## config.mk

```make
export PLATFORM = sky130hd
export DESIGN_NAME = pic24_icsp_engine
export DESIGN_NICKNAME = d
export VERILOG_FILES = /design/src/rtl/pic24_icsp_pkg.sv /design/src/rtl/pic24_icsp_bitclk.sv /design/src/rtl/pic24_icsp_engine.sv
export SDC_FILE = /design/constraint.sdc
export NUM_CORES = 1
export LEC_CHECK = 0
export BUFFER_PORTS_ARGS = -buffer_cell sky130_fd_sc_hd__buf_2
export CAP_MARGIN = 20
export CELL_PAD_IN_SITES_DETAIL_PLACEMENT = 1
export CELL_PAD_IN_SITES_GLOBAL_PLACEMENT = 2
export CORE_UTILIZATION = 38
export CTS_CLUSTER_SIZE = 14
export DETAILED_ROUTE_END_ITERATION = 8
export PLACE_DENSITY = 0.89
export SKIP_CTS_REPAIR_TIMING = 1
export SLEW_MARGIN = 30
export SYNTH_ARGS = -nofsm -noshare
export SYNTH_HDL_FRONTEND = slang
export SYNTH_HIERARCHICAL = 1
export SYNTH_SLANG_ARGS = --single-unit
```

## constraint.sdc

```tcl
create_clock -name clk50MHz -period 4.25 [get_ports clk50MHz]
set_input_delay 0 -clock clk50MHz [delete_from_list [all_inputs] [get_ports clk50MHz]]
set_output_delay 0 -clock clk50MHz [all_outputs]
set_load 0.01 [all_outputs]
```

## src/rtl/pic24_icsp_pkg.sv

```systemverilog
// Shared constants for the PIC24 ICSP engine: host op codes, ICSP command
// nibbles, the default entry key and the sequencer state encoding.
package pic24_icsp_pkg;

  localparam logic [1:0] OP_SIX    = 2'd0;
  localparam logic [1:0] OP_REGOUT = 2'd1;
  localparam logic [1:0] OP_ENTER  = 2'd2;
  localparam logic [1:0] OP_EXIT   = 2'd3;

  localparam logic [3:0]  CMD_SIX    = 4'b0000;
  localparam logic [3:0]  CMD_REGOUT = 4'b0001;
  localparam logic [31:0] ICSP_KEY   = 32'h4D434851;

  typedef logic [2:0] state_t;
  localparam state_t ST_IDLE      = 3'd0;
  localparam state_t ST_MCLR_LO   = 3'd1;
  localparam state_t ST_SHIFT_OUT = 3'd2;
  localparam state_t ST_TURN      = 3'd3;
  localparam state_t ST_SHIFT_IN  = 3'd4;
  localparam state_t ST_MCLR_POST = 3'd5;
  localparam state_t ST_DONE      = 3'd6;

  function automatic int max2(input int a, input int b);
    return (a > b) ? a : b;
  endfunction

endpackage

```

## src/rtl/pic24_icsp_bitclk.sv

```systemverilog
// PGC bit-cell generator: CLK_DIV cycles high (phase H) then CLK_DIV cycles low
// (phase L) while enabled, with strobes marking H start, H end and cell end.
module pic24_icsp_bitclk #(
  parameter int CLK_DIV = 4
) (
  input  logic clk50MHz,
  input  logic rstn,
  input  logic en,
  output logic pgc,
  output logic drive,
  output logic sample,
  output logic bit_end
);

  localparam int HW = $clog2(CLK_DIV + 1);
  localparam logic [HW-1:0] LAST = HW'(CLK_DIV - 1);

  logic [HW-1:0] cnt_q, cnt_d;
  logic          low_q, low_d;

  // Disabling always rewinds to the first cycle of phase H so every command
  // starts with a clean rising edge.
  always_comb begin
    cnt_d = cnt_q;
    low_d = low_q;
    if (!en) begin
      cnt_d = '0;
      low_d = 1'b0;
    end else if (cnt_q == LAST) begin
      cnt_d = '0;
      low_d = ~low_q;
    end else begin
      cnt_d = cnt_q + 1'b1;
    end
  end

  always_ff @(posedge clk50MHz or negedge rstn) begin
    if (!rstn) begin
      cnt_q <= '0;
      low_q <= 1'b0;
    end else begin
      cnt_q <= cnt_d;
      low_q <= low_d;
    end
  end

  assign pgc     = en & ~low_q;
  assign drive   = pgc & (cnt_q == '0);
  assign sample  = pgc & (cnt_q == LAST);
  assign bit_end = en & low_q & (cnt_q == LAST);

endmodule

```

## src/rtl/pic24_icsp_engine.sv

```systemverilog
// PIC24 ICSP serial engine: executes ENTER / SIX / REGOUT / EXIT commands from
// a valid/ready queue and drives PGC, PGD and MCLR to the target.
module pic24_icsp_engine
  import pic24_icsp_pkg::*;
#(
  parameter int CLK_DIV   = 4,
  parameter int SIX_W     = 24,
  parameter int READ_W    = 16,
  parameter int IDLE_CLKS = 8,
  parameter int KEY_W     = 32,
  parameter int MCLR_WAIT = 500
) (
  input  logic              clk50MHz,
  input  logic              rstn,
  input  logic              cmd_valid,
  output logic              cmd_ready,
  input  logic [1:0]        cmd_op,
  input  logic [31:0]       cmd_data,
  output logic              rsp_valid,
  output logic [READ_W-1:0] rsp_data,
  output logic              busy,
  output logic              PGCx,
  input  logic              PGDx_in,
  output logic              PGDx_out,
  output logic              PGDx_dir,
  output logic              MCLRn
);

  localparam int OUT_W = max2(KEY_W, 4 + SIX_W);
  localparam int BC_W  = $clog2(max2(max2(OUT_W, IDLE_CLKS), READ_W) + 1);
  localparam int WC_W  = $clog2(MCLR_WAIT + 1);

  localparam logic [BC_W-1:0] NB_SIX    = BC_W'(4 + SIX_W);
  localparam logic [BC_W-1:0] NB_REGOUT = BC_W'(4);
  localparam logic [BC_W-1:0] NB_KEY    = BC_W'(KEY_W);
  localparam logic [WC_W-1:0] WAIT_LAST = WC_W'(MCLR_WAIT - 1);

  state_t            state_q, state_d;
  logic [1:0]        op_q, op_d;
  logic [OUT_W-1:0]  sh_q, sh_d;
  logic [BC_W-1:0]   bit_cnt_q, bit_cnt_d;
  logic [WC_W-1:0]   wait_q, wait_d;
  logic [READ_W-1:0] rd_q, rd_d;
  logic [READ_W-1:0] rsp_data_q, rsp_data_d;
  logic              rsp_valid_q, rsp_valid_d;
  logic              mclrn_q, mclrn_d;

  logic              clk_en, pgc, drive, sample, bit_end;
  logic              accept;
  logic [BC_W-1:0]   nbits;

  assign clk_en = (state_q == ST_SHIFT_OUT) || (state_q == ST_TURN) ||
                  (state_q == ST_SHIFT_IN);

  pic24_icsp_bitclk #(.CLK_DIV(CLK_DIV)) u_bitclk (
    .clk50MHz (clk50MHz),
    .rstn     (rstn),
    .en       (clk_en),
    .pgc      (pgc),
    .drive    (drive),
    .sample   (sample),
    .bit_end  (bit_end)
  );

  assign cmd_ready = (state_q == ST_IDLE) && rstn;
  assign accept    = cmd_valid && cmd_ready;
  assign nbits     = (op_q == OP_ENTER)  ? NB_KEY :
                     (op_q == OP_REGOUT) ? NB_REGOUT : NB_SIX;

  // bit_cnt counts pulses started (drive strobes) in the current state, so it
  // already equals the total on the final pulse of each phase.
  always_comb begin
    state_d     = state_q;
    op_d        = op_q;
    sh_d        = sh_q;
    bit_cnt_d   = bit_cnt_q;
    wait_d      = wait_q;
    rd_d        = rd_q;
    rsp_data_d  = rsp_data_q;
    rsp_valid_d = 1'b0;
    mclrn_d     = mclrn_q;
    if (drive) begin
      bit_cnt_d = bit_cnt_q + 1'b1;
    end
    case (state_q)
      ST_IDLE: begin
        if (accept) begin
          op_d      = cmd_op;
          bit_cnt_d = '0;
          wait_d    = '0;
          case (cmd_op)
            OP_SIX: begin
              sh_d    = OUT_W'({cmd_data[SIX_W-1:0], CMD_SIX});
              state_d = ST_SHIFT_OUT;
            end
            OP_REGOUT: begin
              sh_d    = OUT_W'(CMD_REGOUT);
              state_d = ST_SHIFT_OUT;
            end
            OP_ENTER: begin
              sh_d    = OUT_W'(cmd_data[KEY_W-1:0]);
              mclrn_d = 1'b0;
              state_d = ST_MCLR_LO;
            end
            default: begin
              mclrn_d = 1'b0;
              state_d = ST_DONE;
            end
          endcase
        end
      end
      ST_MCLR_LO: begin
        wait_d = wait_q + 1'b1;
        if (wait_q == WAIT_LAST) begin
          wait_d  = '0;
          state_d = ST_SHIFT_OUT;
        end
      end
      ST_SHIFT_OUT: begin
        if (bit_end) begin
          sh_d = (op_q == OP_ENTER) ? (sh_q << 1) : (sh_q >> 1);
          if (bit_cnt_q == nbits) begin
            bit_cnt_d = '0;
            if (op_q == OP_REGOUT)     state_d = ST_TURN;
            else if (op_q == OP_ENTER) state_d = ST_MCLR_POST;
            else                       state_d = ST_DONE;
          end
        end
      end
      ST_TURN: begin
        if (bit_end && (bit_cnt_q == BC_W'(IDLE_CLKS))) begin
          bit_cnt_d = '0;
          state_d   = ST_SHIFT_IN;
        end
      end
      ST_SHIFT_IN: begin
        if (sample) begin
          rd_d = {PGDx_in, rd_q[READ_W-1:1]};
          if (bit_cnt_d == BC_W'(READ_W)) begin
            rsp_data_d  = rd_d;
            rsp_valid_d = 1'b1;
            state_d     = ST_DONE;
          end
        end
      end
      ST_MCLR_POST: begin
        wait_d = wait_q + 1'b1;
        if (wait_q == WAIT_LAST) begin
          wait_d  = '0;
          mclrn_d = 1'b1;
          state_d = ST_DONE;
        end
      end
      ST_DONE: state_d = ST_IDLE;
      default: state_d = ST_IDLE;
    endcase
  end

  always_ff @(posedge clk50MHz or negedge rstn) begin
    if (!rstn) begin
      state_q     <= ST_IDLE;
      op_q        <= OP_SIX;
      sh_q        <= '0;
      bit_cnt_q   <= '0;
      wait_q      <= '0;
      rd_q        <= '0;
      rsp_data_q  <= '0;
      rsp_valid_q <= 1'b0;
      mclrn_q     <= 1'b0;
    end else begin
      state_q     <= state_d;
      op_q        <= op_d;
      sh_q        <= sh_d;
      bit_cnt_q   <= bit_cnt_d;
      wait_q      <= wait_d;
      rd_q        <= rd_d;
      rsp_data_q  <= rsp_data_d;
      rsp_valid_q <= rsp_valid_d;
      mclrn_q     <= mclrn_d;
    end
  end

  // Pin outputs decode straight from registered state so an asynchronous
  // reset forces them to their idle levels without waiting for a clock.
  assign PGCx      = pgc;
  assign PGDx_out  = (state_q == ST_SHIFT_OUT) &&
                     ((op_q == OP_ENTER) ? sh_q[KEY_W-1] : sh_q[0]);
  assign PGDx_dir  = !((state_q == ST_TURN) || (state_q == ST_SHIFT_IN));
  assign MCLRn     = mclrn_q;
  assign busy      = (state_q != ST_IDLE);
  assign rsp_valid = rsp_valid_q;
  assign rsp_data  = rsp_data_q;

endmodule

```

==> results.yml, run 1 <==
power:
  ir_drop_mv: 0.236
  powerDensity_nw_per_um2: 314
  p_clk_frac: 0.453
  swShare: 0.225
  p_sw_uw: 394
  p_comb_frac: 0.063
  intPower_uw: 1360
  p_leak_uw: 0.00268
  seq_power_share: 0.484
logic_synthesis:
  syn_area_um2: 4770
  synth.ff_latch_count: 89
  synthFlopType: "dfrtp_1"
  syn_inst: 450
  avgSynthCellArea_um2: 10.6
  ys_seq_area_frac: 0.467
  synth_edf_count: 0
  synth-async-reset-ratio: 1.00
  ys.warnings.count: 6
  ys_types: 50
  synth_nets: 500
setup_path:
  cp_slowest_cell: "dfrtp_1"
  cp_common_cell: "nand2_1"
  cp_cell_sequence: "nor2_1 -> nand2_1 -> nand2_1 -> and2b_1 -> and3b_1 -> nand3_1 -> or3_4 -> o311a_4 -> nor4_4 -> buf_4 -> mux2_2"
  cp_data_arrival_time_ns: 3.85
  cpPeakStageDelay_ns: 0.54
  critPathKind: "reg2reg"
  cp.required_ns: 4.47
  critical_path.endpoint_type: "flop"
  startpoint_type: "flop"
  path_max_fanout: 16
cts:
  cts_tree: "built"
  cts.sinks: 89
  ctsHtreeMaxLevel: 3
  insertion_delay_ns: 0.34
  cts_buffers: 9
  cts_buffer_depth: 2
  path_clk_slew_ns: 0.06
  cts-root-buf: "clkbuf_16"
layout:
  design_area_um2: 5590
  final_nets: 550
  fillers: 1389
  multiInputGateArea_um2: 2400
  area_growth_pct: 17.2
  antenna_cells: 0
  final-seq-area_um2: 2230
  layout_commonest_cell: "dfrtp_1"
  drive_above_1_share: 0.241
  layout_common_cells: "dfrtp_1 (89), buf_2 (59), mux2i_1 (32), mux2_2 (31), nor2_1 (30)"
timing:
  setup-tns-final_ns: 0
  worst_pin_slew_ns: 0.827
  drv_slew: 0
  max_slew_margin: 0.449
  hold_violations: 1
  period_share: 0.855
  setup-violations-final: 0
  whs_ns: -0.0227
  rsz0062_at_grt: "false"
  fmax_ghz: 0.275
  fin_crit_ns: 3.63
  skew_ns: 0.00357
global_route:
  antenna_found_initial: 0
  overflow: 0
  grt_pass1_wl_um: 20300
  grt_max_degree: 65
  track_usage: 0.199
  first_global_vias: 3987
job:
  maxCapViolCount: 0
floorplanning:
  rows: 40
  pin_count: 61
  core_area_um2: 12100
  dieArea_um2: 13000
  start_util: 0.394
  die_w_um: 114
  die_h_um: 114
place:
  portBuffers: 60
  gp_congestion: 0.781
  placed_area_um2: 5250
  hpwl_um: 8440
drt:
  wl_per_cell_um: 17.9
  drt_iter0_drc: 197
  wl_um: 12000
  postRouteAntennaNets: 0
  drt-pass1-iter-count: 4
  vias: 3744
  drc_errors: 0
  avgViaCountPerCell: 5.58
worst_hold_path:
  min_path_type: "in2reg"
status:
  status: "complete, but fails checks"
  violations: "hold timing"
stage by stage:
step / utilization / setup slack (ns) / instances / power [uW]
floorplan: - / 1.11 / 450 / 916
global route: 0.462 / 0.395 / 671 / 1820
finish: 0.462 / 0.617 / 671 / 1750
global placement: 0.430 / 0.872 / 651 / 970
CTS: 0.458 / 0.649 / 666 / 1770
detailed placement: 0.434 / 0.674 / 652 / 974
Yosys cell counts, types with 12 or more instances:
| library cell | count | share of area |
|---|---|---|
| dfrtp_1 | 89 | 0.47 |
| mux2_2 | 31 | 0.073 |
| inv_1 | 15 | 0.012 |
| nor2_1 | 31 | 0.024 |
| a221oi_1 | 25 | 0.046 |
| a21o_1 | 25 | 0.039 |
| o21ai_0 | 23 | 0.024 |
| a211oi_1 | 25 | 0.039 |
| nand2_1 | 26 | 0.020 |
| mux2i_1 | 32 | 0.067 |
| clkbuf_1 | 23 | 0.018 |
| ha_1 | 12 | 0.031 |
flip-flops by register name (all words and copies together) (netlist names):
| signal | flops |
|---|---|
| MCLRn | 1 |
| rd_q | 15 |
| state_q | 3 |
| u_bitclk/low_q | 1 |
| rsp_data | 16 |
| sh_q | 32 |
| u_bitclk/cnt_q | 3 |
| op_q | 2 |
| wait_q | 9 |
| rsp_valid | 1 |
| bit_cnt_q | 6 |
path summary, 6_finish.rpt:
path	start	end	slack, ns	cells past startpoint
max	state_q[1]$_DFFE_PN0P_	rsp_data[13]$_DFFE_PN0P_	0.62	11
min	cmd_data[31]	sh_q[31]$_DFFE_PN0P_	-0.02	3
max reg2reg	state_q[1]$_DFFE_PN0P_	rsp_data[13]$_DFFE_PN0P_	0.62	11
min reg2reg	rd_q[1]$_DFFE_PN0P_	rd_q[1]$_DFFE_PN0P_	0.51	1
max in group asynchronous	rstn	rsp_data[4]$_DFFE_PN0P_	2.97	3
min in group asynchronous	rstn	u_bitclk/cnt_q[2]$_DFF_PN0_	0.13	2
logic make-up after synthesis:
logic type	synth area share
DFF	0.467
adders and majority gates	0.0315
xor gates and xnor gates	0.0110
muxes	0.140
buffers and inverters	0.0404
and+or+nand+nor	0.111
AOI/OAI and AO/OA	0.199
final cells by class:
type,count,area share
multi-input combinational,315,0.429
clock buffer,10,0.0427
timing repair buffer,70,0.0734
clock inverter,4,0.00962
inverter,15,0.0101
tap,168,0.0376
sequential,89,0.398
power groups by stage:
stage	clock network, uW	registers (uW)	logic [uW]
floorplan	0	865	50.6
global placement	0	865	105
detailed placement	0	865	108
CTS	816	850	109
global route	848	849	122
finish	794	850	110
worst max-delay path, delay by kind of cell, from the launching register on:
family	cells	cell delay, ns
AND/OR/NAND/NOR	8	1.97
flip-flops	1	0.54
multiplexers	1	0.37
buffers and inverters	1	0.28
AO/OA/AOI/OAI	1	0.34
routing by layer:
metal / track usage / wire (um) / share of wire
met1: 0.260 / 5440 / 0.45
met2: 0.324 / 5920 / 0.49
met3: 0.0577 / 441 / 0.037
met4: 0.0563 / 197 / 0.016
met5: 0 / 0 / 0
No activity file was read; power rests on OpenSTA's default activity.
==> run 2, diff against run 1 <==
Settings changed: CAP_MARGIN 20 to default, RECOVER_POWER from default to 50.
==> run 2 against run 1 <==
The flow finishes with violations (hold timing, capacitance limit, slew limit). Worst setup slack improved by 0.0062 ns. Clock skew barely moved. Fmax rose by 0.17%. Power barely moved. Non-clock buffer count did not move. Worst hold slack barely moved. Critical path type unchanged. Critical endpoint unchanged.
==> results.yml, run 2 (synthesis results as in run 1) <==
layout:
  drive_above_1_share: 0.203
  area_growth_pct: 16.6
  final_nets: 550
  layout_commonest_cell: "dfrtp_1"
  top_register: "sh_q"
  largest_register_ffs: 32
  antenna_cells: 0
  fin_cells: 671
  layout_common_cells: "dfrtp_1 (89), buf_2 (41), mux2i_1 (32), mux2_2 (31), nor2_1 (30)"
global_route:
  antenna_found_initial: 0
  grt_max_degree: 65
  grt_pass1_wl_um: 20300
  track_usage: 0.199
  first_global_vias: 3987
  overflow: 0
power:
  p_clk_frac: 0.453
  p_comb_frac: 0.062
  powerDensity_nw_per_um2: 315
  ir_drop_mv: 0.236
  swShare: 0.225
  p_sw_uw: 394
  seq_power_share: 0.485
  intPower_uw: 1360
  p_leak_uw: 0.00260
drt:
  wl_um: 12000
  vias: 3740
  drt-pass1-iter-count: 4
  avgViaCountPerCell: 5.57
  postRouteAntennaNets: 0
  drc_errors: 0
  drt_iter0_drc: 195
  wl_per_cell_um: 17.9
job:
  maxCapViolCount: 2
cts:
  cts-root-buf: "clkbuf_16"
  ctsHtreeMaxLevel: 3
  cts_buffer_depth: 2
  cts_tree: "built"
  cts.sinks: 89
  path_clk_slew_ns: 0.06
  insertion_delay_ns: 0.34
  cts_buffers: 9
timing:
  setup-tns-final_ns: 0
  setup-violations-final: 0
  fin_crit_ns: 3.63
  whs_ns: -0.0223
  max_slew_margin: -0.146
  worst_pin_slew_ns: 1.72
  skew_ns: 0.00357
  fmax_ghz: 0.276
  rsz0062_at_grt: "false"
  drv_slew: 94
  period_share: 0.853
  hold_violations: 1
setup_path:
  critical_path.endpoint_type: "flop"
  cp.required_ns: 4.47
  cp_data_arrival_time_ns: 3.84
  startpoint_type: "flop"
  path_max_fanout: 16
  critPathKind: "reg2reg"
place:
  dp.cells: 652
  gp_congestion: 0.781
  portBuffers: 60
  hpwl_um: 8440
status:
  status: "complete, but fails checks"
  violations: "hold timing, capacitance limit, slew limit"
floorplanning:
  dieArea_um2: 13000
  rows: 40
  die_w_um: 114
  start_util: 0.394
  die_h_um: 114
  core_area_um2: 12100
  pin_count: 61
worst_hold_path:
  min_path_type: "in2reg"
==> run 2: layout make-up <==
type | count | area, um^2
clock buffer | 10 | 239
sequential | 89 | 2230
clock inverter | 4 | 53.8
inverter | 15 | 56.3
multi-input combinational | 315 | 2400
tap | 168 | 210
timing repair buffer | 70 | 382
fill | 1388 | 6550
==> run 2: power by group through the flow <==
stage               Sequential, uW  Combinational, uW  Clock (uW)
floorplan                      865               50.6           0
global placement               865                105           0
detailed placement             865                108           0
CTS                            850                109         816
global route                   849                122         848
finish                         850                110         794
==> run 2: per-layer routing <==
metal	wire length (um)	part of all wire	global-route usage	up-vias
met5	0	0	0	-
met4	197	0.016	0.0563	0
met3	444	0.037	0.0577	15
met2	5900	0.49	0.324	60
met1	5450	0.45	0.260	1897
li1	-	-	-	1768
==> run 2: final timing paths <==
path                                        startpoint                     endpoint  slack, ns  cells after the start
worst max-delay path            state_q[1]$_DFFE_PN0P_     rsp_data[13]$_DFFE_PN0P_       0.62                     11
max in group asynchronous                         rstn      rsp_data[4]$_DFFE_PN0P_       1.28                      3
worst max register to register  state_q[1]$_DFFE_PN0P_     rsp_data[13]$_DFFE_PN0P_       0.62                     11
worst min-delay path                      cmd_data[31]         sh_q[31]$_DFFE_PN0P_      -0.02                      3
worst min register to register     rd_q[1]$_DFFE_PN0P_          rd_q[1]$_DFFE_PN0P_       0.51                      1
min in group asynchronous                         rstn  u_bitclk/cnt_q[2]$_DFF_PN0_       0.65                      2
==> run 2: metrics by stage <==
step                power (uW)  setup WS (ns)  instance area, um^2   util
global placement           970          0.872                 5210  0.430
global route              1820          0.395                 5570  0.460
detailed placement         974          0.674                 5250  0.434
floorplan                  916           1.11                 4770      -
CTS                       1770          0.649                 5540  0.458
finish                    1750          0.623                 5570  0.460
==> run 2: critical path, stage by stage, from the launching register on <==
cell	delay, ns
dfrtp_1	0.54
nor2_1	0.35
nand2_1	0.22
nand2_1	0.21
and2b_1	0.16
and3b_1	0.39
nand3_1	0.15
or3_4	0.36
o311a_4	0.34
nor4_4	0.13
buf_4	0.28
mux2_2	0.37
==> run 3, diff against run 2 <==
Settings changed: PLACE_DENSITY 0.89 to 0.8.
==> run 3 against run 2 <==
The run still ends with hold timing, capacitance limit, slew limit left. Largest power group unchanged. Critical endpoint is now rsp_data[5]$_DFFE_PN0P_. Sequential power hardly changed. Flip-flop and latch count stayed put. Critical path type unchanged. Die area stayed put. Worst setup slack better by 0.091 ns. Clock-buffer cell count is 1 lower. Sequential share of layout area is 0.13 points lower.
==> results.yml, run 3 (synthesis results as in run 1) <==
layout:
  largest_register_ffs: 32
  final_nets: 551
  antenna_cells: 0
  post-route-util: 0.461
  area_growth_pct: 17.0
  drive_above_1_share: 0.206
  layout_commonest_cell: "dfrtp_1"
  top_register: "sh_q"
  layout_common_cells: "dfrtp_1 (89), buf_2 (41), mux2i_1 (32), mux2_2 (31), nor2_1 (30)"
  multiInputGateArea_um2: 2400
  fillers: 1370
  final-seq-area_um2: 2230
global_route:
  grt_pass1_wl_um: 19900
  grt_max_degree: 65
  first_global_vias: 3873
  overflow: 0
  track_usage: 0.199
  antenna_found_initial: 0
power:
  ir_drop_mv: 0.194
  p_leak_uw: 0.00262
  powerDensity_nw_per_um2: 319
timing:
  rsz0062_at_grt: "false"
  worst_pin_slew_ns: 1.64
  drv_slew: 29
  setup-violations-final: 0
  fmax_ghz: 0.283
  period_share: 0.832
  skew_ns: 0.00587
  max_slew_margin: -0.0919
  fin_crit_ns: 3.54
  whs_ns: -0.0295
  setup-tns-final_ns: 0
  hold_violations: 4
floorplanning:
  start_util: 0.394
  core_area_um2: 12100
  dieArea_um2: 13000
  die_w_um: 114
  pin_count: 61
  die_h_um: 114
  rows: 40
drt:
  drt_iter0_drc: 173
  avgViaCountPerCell: 5.57
  drt-pass1-iter-count: 4
  wl_um: 11800
  vias: 3746
  drc_errors: 0
  postRouteAntennaNets: 0
  wl_per_cell_um: 17.5
place:
  hpwl_um: 8190
  gp_congestion: 0.783
  portBuffers: 60
setup_path:
  critPathKind: "reg2reg"
  cp_data_arrival_time_ns: 3.78
  r2r_setup_slack_ns: 0.71
  cp.required_ns: 4.49
  startpoint_type: "flop"
  path_max_fanout: 16
  critical_path.endpoint_type: "flop"
cts:
  cts_tree: "built"
  insertion_delay_ns: 0.36
  ctsHtreeMaxLevel: 3
  cts-root-buf: "clkbuf_16"
  cts_buffers: 9
  cts.sinks: 89
  path_clk_slew_ns: 0.07
  cts_buffer_depth: 2
job:
  maxCapViolCount: 1
worst_hold_path:
  min_path_type: "in2reg"
status:
  violations: "hold timing, capacitance limit, slew limit"
  status: "complete, but fails checks"
## run 3: final cells by class
class,count,share of cell area
Clock buffer,9,0.0403
Clock inverter,6,0.0137
Inverter,15,0.0101
Multi-Input combinational cell,315,0.429
Sequential cell,89,0.399
Tap cell,168,0.0376
Timing Repair Buffer,71,0.0701
## run 3: final timing paths
kind | from | end | cells after the start
max in group asynchronous | rstn | rd_q[12]$_DFFE_PN0P_ | 3
worst max-delay path | state_q[1]$_DFFE_PN0P_ | rsp_data[5]$_DFFE_PN0P_ | 11
min in group asynchronous | rstn | sh_q[4]$_DFFE_PN0P_ | 2
worst min register to register | wait_q[8]$_DFFE_PN0P_ | wait_q[8]$_DFFE_PN0P_ | 1
worst max register to register | state_q[1]$_DFFE_PN0P_ | rsp_data[5]$_DFFE_PN0P_ | 11
worst min-delay path | cmd_data[30] | sh_q[30]$_DFFE_PN0P_ | 3
## run 3: power by group
part | internal [uW] | switching [uW] | total (uW)
sequential | 848 | 1.25 | 850
clock | 463 | 359 | 822
combinational | 44.1 | 65.7 | 110
## run 3: critical path, cell delays in order, from the launching register on
cell and delay, ns:
dfrtp_1 0.53, nor2_1 0.31, nand2_1 0.19, nand2_1 0.19
and2b_1 0.15, and3b_1 0.37, nand3_1 0.15, or3_4 0.36
o311a_4 0.34, nor4_4 0.15, buf_4 0.29, mux2_2 0.38
## run 3: layer usage
metal  routed length [um]  part of all wire  track usage
met1                 5490              0.46        0.260
met2                 5720              0.48        0.322
met3                  426             0.036       0.0498
met4                  166             0.014       0.0649
met5                    0                 0            0
## run 3: through the flow
stage          std cells  setup WS, ns  cell area (um^2)  hold slack [ns]  power (uW)
5_1_grt              673         0.466              5580          0.00425        1850
3_5_place_dp         653         0.714              5260          -0.0464         975
6_report             673         0.714              5580          -0.0295        1780
3_3_place_gp         652         0.825              5220          -0.0451         973
2_1_floorplan        450          1.11              4770           -0.296         916
4_1_cts              668         0.696              5560           -0.427        1800
